<file path="src/rtl/cs_pair_accumulator.sv">
// Resolves carry-save term pairs, sums NTERMS per pixel, then rounds, shifts and saturates to 8 bits.
// Latency 3 cycles from last-term transfer; a stalled output freezes every stage and drops in_ready.
module cs_pair_accumulator #(
  parameter int NTERMS = 4,
  parameter int SHIFT  = 4,
  parameter int ACC_W  = 16
) (
  input  logic        clk,
  input  logic        rst,
  input  logic        in_valid,
  output logic        in_ready,
  input  logic [11:0] in_a,
  input  logic [11:0] in_b,
  output logic        out_valid,
  input  logic        out_ready,
  output logic [7:0]  out_pix,
  output logic        out_sat
);
  localparam int               CNT_W    = (NTERMS > 1) ? $clog2(NTERMS) : 1;
  localparam logic [CNT_W-1:0] LAST_IDX = CNT_W'(NTERMS - 1);
  localparam logic [ACC_W-1:0] RND      = ACC_W'((1 << SHIFT) >> 1);

  typedef struct packed {
    logic       vld;
    logic       last;
    logic [6:0] lo;
    logic [5:0] a_hi;
    logic [5:0] b_hi;
  } s1_t;

  typedef struct packed {
    logic        vld;
    logic        last;
    logic [12:0] sum;
  } s2_t;

  s1_t              s1;
  s2_t              s2;
  logic             en;
  logic             in_fire;
  logic [CNT_W-1:0] cnt;
  logic [ACC_W-1:0] acc;
  logic [ACC_W-1:0] acc_next;
  logic [ACC_W-1:0] total;
  logic [ACC_W-1:0] q;
  logic [6:0]       hi_sum;
  logic             q_sat;

  assign en       = !(out_valid && !out_ready);
  assign in_ready = en;
  assign in_fire  = in_valid && en;

  always_comb begin
    hi_sum   = {1'b0, s1.a_hi} + {1'b0, s1.b_hi} + 7'(s1.lo[6]);
    acc_next = acc + ACC_W'(s2.sum);
    total    = acc_next + RND;
    q        = total >> SHIFT;
    q_sat    = (q > ACC_W'(255));
  end

  always_ff @(posedge clk or posedge rst) begin
    if (rst) begin
      cnt <= '0;
    end else if (in_fire) begin
      cnt <= (cnt == LAST_IDX) ? '0 : cnt + CNT_W'(1);
    end
  end

  // Low half resolves in S1, its carry ripples into the high half in S2.
  always_ff @(posedge clk or posedge rst) begin
    if (rst) begin
      s1 <= '0;
    end else if (en) begin
      s1.vld  <= in_valid;
      s1.last <= in_valid && (cnt == LAST_IDX);
      s1.lo   <= {1'b0, in_a[5:0]} + {1'b0, in_b[5:0]};
      s1.a_hi <= in_a[11:6];
      s1.b_hi <= in_b[11:6];
    end
  end

  always_ff @(posedge clk or posedge rst) begin
    if (rst) begin
      s2 <= '0;
    end else if (en) begin
      s2.vld  <= s1.vld;
      s2.last <= s1.last;
      s2.sum  <= {hi_sum, s1.lo[5:0]};
    end
  end

  // A last term landing in the same cycle the output drains reloads it without a bubble.
  always_ff @(posedge clk or posedge rst) begin
    if (rst) begin
      acc       <= '0;
      out_valid <= 1'b0;
      out_pix   <= '0;
      out_sat   <= 1'b0;
    end else begin
      if (en && s2.vld) begin
        acc <= s2.last ? '0 : acc_next;
      end
      if (en && s2.vld && s2.last) begin
        out_valid <= 1'b1;
        out_pix   <= q_sat ? 8'hFF : q[7:0];
        out_sat   <= q_sat;
      end else if (out_valid && out_ready) begin
        out_valid <= 1'b0;
      end
    end
  end
endmodule

</file>
<file path="config.mk">
export PLATFORM = sky130hd
export DESIGN_NAME = cs_pair_accumulator
export DESIGN_NICKNAME = d
export VERILOG_FILES = /design/src/rtl/cs_pair_accumulator.sv
export SDC_FILE = /design/constraint.sdc
export NUM_CORES = 1
export LEC_CHECK = 0
export ABC_AREA = 1
export CAP_MARGIN = 20
export CORE_ASPECT_RATIO = 1.25
export CORE_MARGIN = 5
export CORE_UTILIZATION = 52
export CTS_CLUSTER_DIAMETER = 50
export DETAILED_ROUTE_END_ITERATION = 12
export PLACE_DENSITY = 0.76
export RECOVER_POWER = 50
export SYNTH_ARGS = -nofsm -noshare
export SYNTH_HDL_FRONTEND = slang
export SYNTH_SLANG_ARGS = --single-unit
</file>
<file path="constraint.sdc">
create_clock -name clk -period 2.5 [get_ports clk]
set_clock_uncertainty 0.05 [all_clocks]
set_input_delay 0.75 -clock clk [delete_from_list [all_inputs] [get_ports clk]]
set_output_delay 0.75 -clock clk [all_outputs]
set_load 0.005 [all_outputs]
</file>
==> results_dict.tcl <==
set metrics [dict create \
    status "finished with violations" \
    failed_checks "setup timing" \
    power_density_nw_per_um2 1466 \
    globalplace.congestion 0.8847 \
    worst_ep_arrival_time_ps 2770 \
    final_period_minus_worst_setup_slack_ps 2592 \
    synthesis.nets 644 \
    nNetsFinal 720 \
    final_common_cell "sky130_fd_sc_hd__nand2_1" \
    hpwl_mm 7.500 \
    pin_count 39 \
    post_synth_num_cell_types 29 \
    postSynthRegisterBits 64 \
    rsz0062_at_grt "true" \
    clock_tree_sinks 64 \
    syn_avg_cell_area_um2 7.140 \
    die_y_um 110.3 \
    crit_type "register to register" \
    finalSetupViolCount 9 \
    firstDrtPassIters 5 \
    grt_first_pass_wirelength_mm 16.46 \
    cts_tree "yes" \
    fin_crit_sh 1.037 \
    worst_setup_path_start_kind "register" \
    grt.total_usage 0.2027 \
    yosysSeqAreaShare 0.3828 \
    wl_mm 9.870 \
    slew_headroom 0.07259 \
    initial_core_utilization 0.5338 \
    finish.instance_area_um2 5197 \
    floorplan.die_area_um2 9951 \
    critical_path_peak_fanout 5 \
    leakage_nw 2.734 \
    hold-worst-slack_ps 436.3 \
    avgViaCountPerCell 5.138 \
    hold_path.class "register to register" \
    antenna_found_initial 0 \
    drc 0 \
    tightest_slew_ps 1391 \
    finalPower_w 0.007618 \
    fp.dieW_um 90.23 \
    clock_root_buffer_master "sky130_fd_sc_hd__clkbuf_8" \
    placement_rows 36 \
    netlist_instances 586 \
    drive_gt1_frac 0.1732 \
    syn-cell-area_um2 4184 \
    end_kind "register" \
    cts-root-to-sink-buffers 2 \
    core_um2 7838 \
    cp_data_required_time_ps 2680 \
    antenna_violating_nets_post_route 0 \
    report.final.hold_viol_count 0 \
    tns_ps -711.7 \
    antenna-diode-count 0 \
    post-route-util 0.6632 \
    layout.cells.most_common_list "sky130_fd_sc_hd__nand2_1 (201), sky130_fd_sc_hd__inv_1 (82), sky130_fd_sc_hd__dfrtp_1 (64)" \
    highest_clock_frequency_the_design_can_meet_mhz 385.8 \
    cts_buf_count 9 \
    postCtsHoldBufs 0 \
    cts.clk_slew.worst_paths_ps 60 \
    grt_pass1_vias 3785 \
    layout-area-overhead-vs-synth_pct 24.22 \
    ys.warnings.count 0 \
    vdd_ir_drop_max_uv 809.8 \
    clock_tree.htree_level_count 3 \
    route.vias.total 3900 \
    timing.final.ws_setup_ps -92.07 \
    dr.first_iter.drc_count 200 \
    worst_skew_pair.late_latency_ps 340 \
    globalRouteOverflowTotal 0 \
    cap_violations 0 \
    wl_cell_um 13.00 \
    io_buffers 38 \
    final_max_slew_viol_count 0 \
    grt_max_degree 65 \
    postPlaceCellArea_um2 4937 \
    n_fill_cell 672 \
]
## state kept, by name (all words and copies together) (netlist names)
register   flops
s1            21
out_pix        8
out_valid      1
cnt            2
s2            15
acc           16
out_sat        1
## cells by family after synthesis
group                    count (synthesis)  synth area share
AO/OA/AOI/OAI                           67           0.08942
buffers and inverters                   99           0.08881
XOR/XNOR                                 5           0.01047
AND/OR/NAND/NOR                        321            0.3316
flip-flops                              64            0.3828
adder cells (fa/ha/maj)                 30           0.09689
## cells in the mapped netlist
cell type | number | share of area
sky130_fd_sc_hd__nor2_1 | 36 | 0.032
sky130_fd_sc_hd__o31ai_1 | 3 | 0.0054
sky130_fd_sc_hd__nand2_2 | 18 | 0.027
sky130_fd_sc_hd__a22oi_1 | 2 | 0.0036
sky130_fd_sc_hd__nand3_1 | 28 | 0.033
sky130_fd_sc_hd__nor3_1 | 1 | 0.0012
sky130_fd_sc_hd__inv_1 | 86 | 0.077
sky130_fd_sc_hd__nand3_2 | 3 | 0.0072
sky130_fd_sc_hd__and2_1 | 2 | 0.0030
sky130_fd_sc_hd__fa_1 | 4 | 0.019
sky130_fd_sc_hd__a211oi_1 | 1 | 0.0018
sky130_fd_sc_hd__or2_2 | 1 | 0.0015
sky130_fd_sc_hd__nor2_2 | 8 | 0.012
sky130_fd_sc_hd__nand2_1 | 210 | 0.19
sky130_fd_sc_hd__ha_1 | 26 | 0.078
sky130_fd_sc_hd__o21ai_0 | 41 | 0.049
sky130_fd_sc_hd__nand2_4 | 1 | 0.0027
sky130_fd_sc_hd__o21a_1 | 1 | 0.0018
sky130_fd_sc_hd__clkbuf_1 | 9 | 0.0081
sky130_fd_sc_hd__a21oi_2 | 1 | 0.0021
sky130_fd_sc_hd__clkinv_1 | 1 | 0.00090
sky130_fd_sc_hd__dfrtp_1 | 64 | 0.38
sky130_fd_sc_hd__nand4_1 | 10 | 0.015
sky130_fd_sc_hd__xor2_1 | 5 | 0.010
sky130_fd_sc_hd__nor2_4 | 3 | 0.0081
sky130_fd_sc_hd__inv_2 | 3 | 0.0027
sky130_fd_sc_hd__o22ai_1 | 5 | 0.0075
sky130_fd_sc_hd__a21oi_1 | 12 | 0.014
sky130_fd_sc_hd__a21oi_4 | 1 | 0.0039
## report_power, final
group	total [W]	switching, W	leakage [nW]	internal (W)
Clock	0.000763	0.000367	0.0842	0.000396
Combinational	0.00517	0.00315	1.89	0.00202
Sequential	0.00169	0.000253	0.762	0.00143
## metrics by stage
step | std cells | setup slack, ps
detailed placement | 741 | -280.5
global route | 759 | -269.6
floorplan | 586 | -20.94
global placement | 741 | -202.4
CTS | 758 | -108.2
finish | 759 | -92.07
## routing by layer
layer	part of all wire	vias to the layer above	GRT usage
li1	-	1986	-
met1	0.41	1822	0.2345
met2	0.52	74	0.3719
met3	0.038	18	0.03666
met4	0.024	0	0.08298
met5	0	-	0
## cell type report
class,count,area [um2],area share
Timing Repair Buffer,73,651.9,0.1254
Clock inverter,1,5.005,0.0009629
Inverter,90,337.8,0.06500
Sequential cell,64,1602,0.3081
Multi-Input combinational cell,424,2327,0.4478
Tap cell,95,118.9,0.02287
Clock buffer,12,155.1,0.02985
## critical path, cell delays in order, from the launching register on
cell and delay, ps:
sky130_fd_sc_hd__dfrtp_1 360, sky130_fd_sc_hd__ha_2 190, sky130_fd_sc_hd__inv_2 40, sky130_fd_sc_hd__fa_2 320
sky130_fd_sc_hd__inv_2 80, sky130_fd_sc_hd__nand2_2 60, sky130_fd_sc_hd__nand2_2 60, sky130_fd_sc_hd__nand2_1 50
sky130_fd_sc_hd__nand2_1 50, sky130_fd_sc_hd__nand2_1 60, sky130_fd_sc_hd__inv_1 60, sky130_fd_sc_hd__ha_2 180
sky130_fd_sc_hd__inv_2 50, sky130_fd_sc_hd__nor2_4 110, sky130_fd_sc_hd__nand3_2 120, sky130_fd_sc_hd__nor2_4 100
sky130_fd_sc_hd__nand2_1 60, sky130_fd_sc_hd__nand2_1 60, sky130_fd_sc_hd__nand2_1 60, sky130_fd_sc_hd__nor2_2 90
sky130_fd_sc_hd__nand2_2 110, sky130_fd_sc_hd__nand2_4 110, sky130_fd_sc_hd__nand2_1 60
## path summary, 6_finish.rpt
path	slack (ps)	from	end	cells past startpoint
worst max-delay path	-90	acc[0]$_DFFE_PP0P_	out_pix[0]$_DFFE_PP0P_	22
worst min-delay path	440	s1[3]$_DFFE_PP0N_	s1[3]$_DFFE_PP0N_	2
worst max register to register	-90	acc[0]$_DFFE_PP0P_	out_pix[0]$_DFFE_PP0P_	22
worst min register to register	440	s1[3]$_DFFE_PP0N_	s1[3]$_DFFE_PP0N_	2
max in group asynchronous	270	rst	acc[2]$_DFFE_PP0P_	3
min in group asynchronous	1290	rst	s1[8]$_DFFE_PP0N_	3
## repair_timing
action                     CTS  global route
gates resized for setup      7            18
setup buffers                3             1
pin swaps                   13             9
setup endpoints to repair   10            11
cloned                       1             0
No activity file was read; power rests on OpenSTA's default activity.
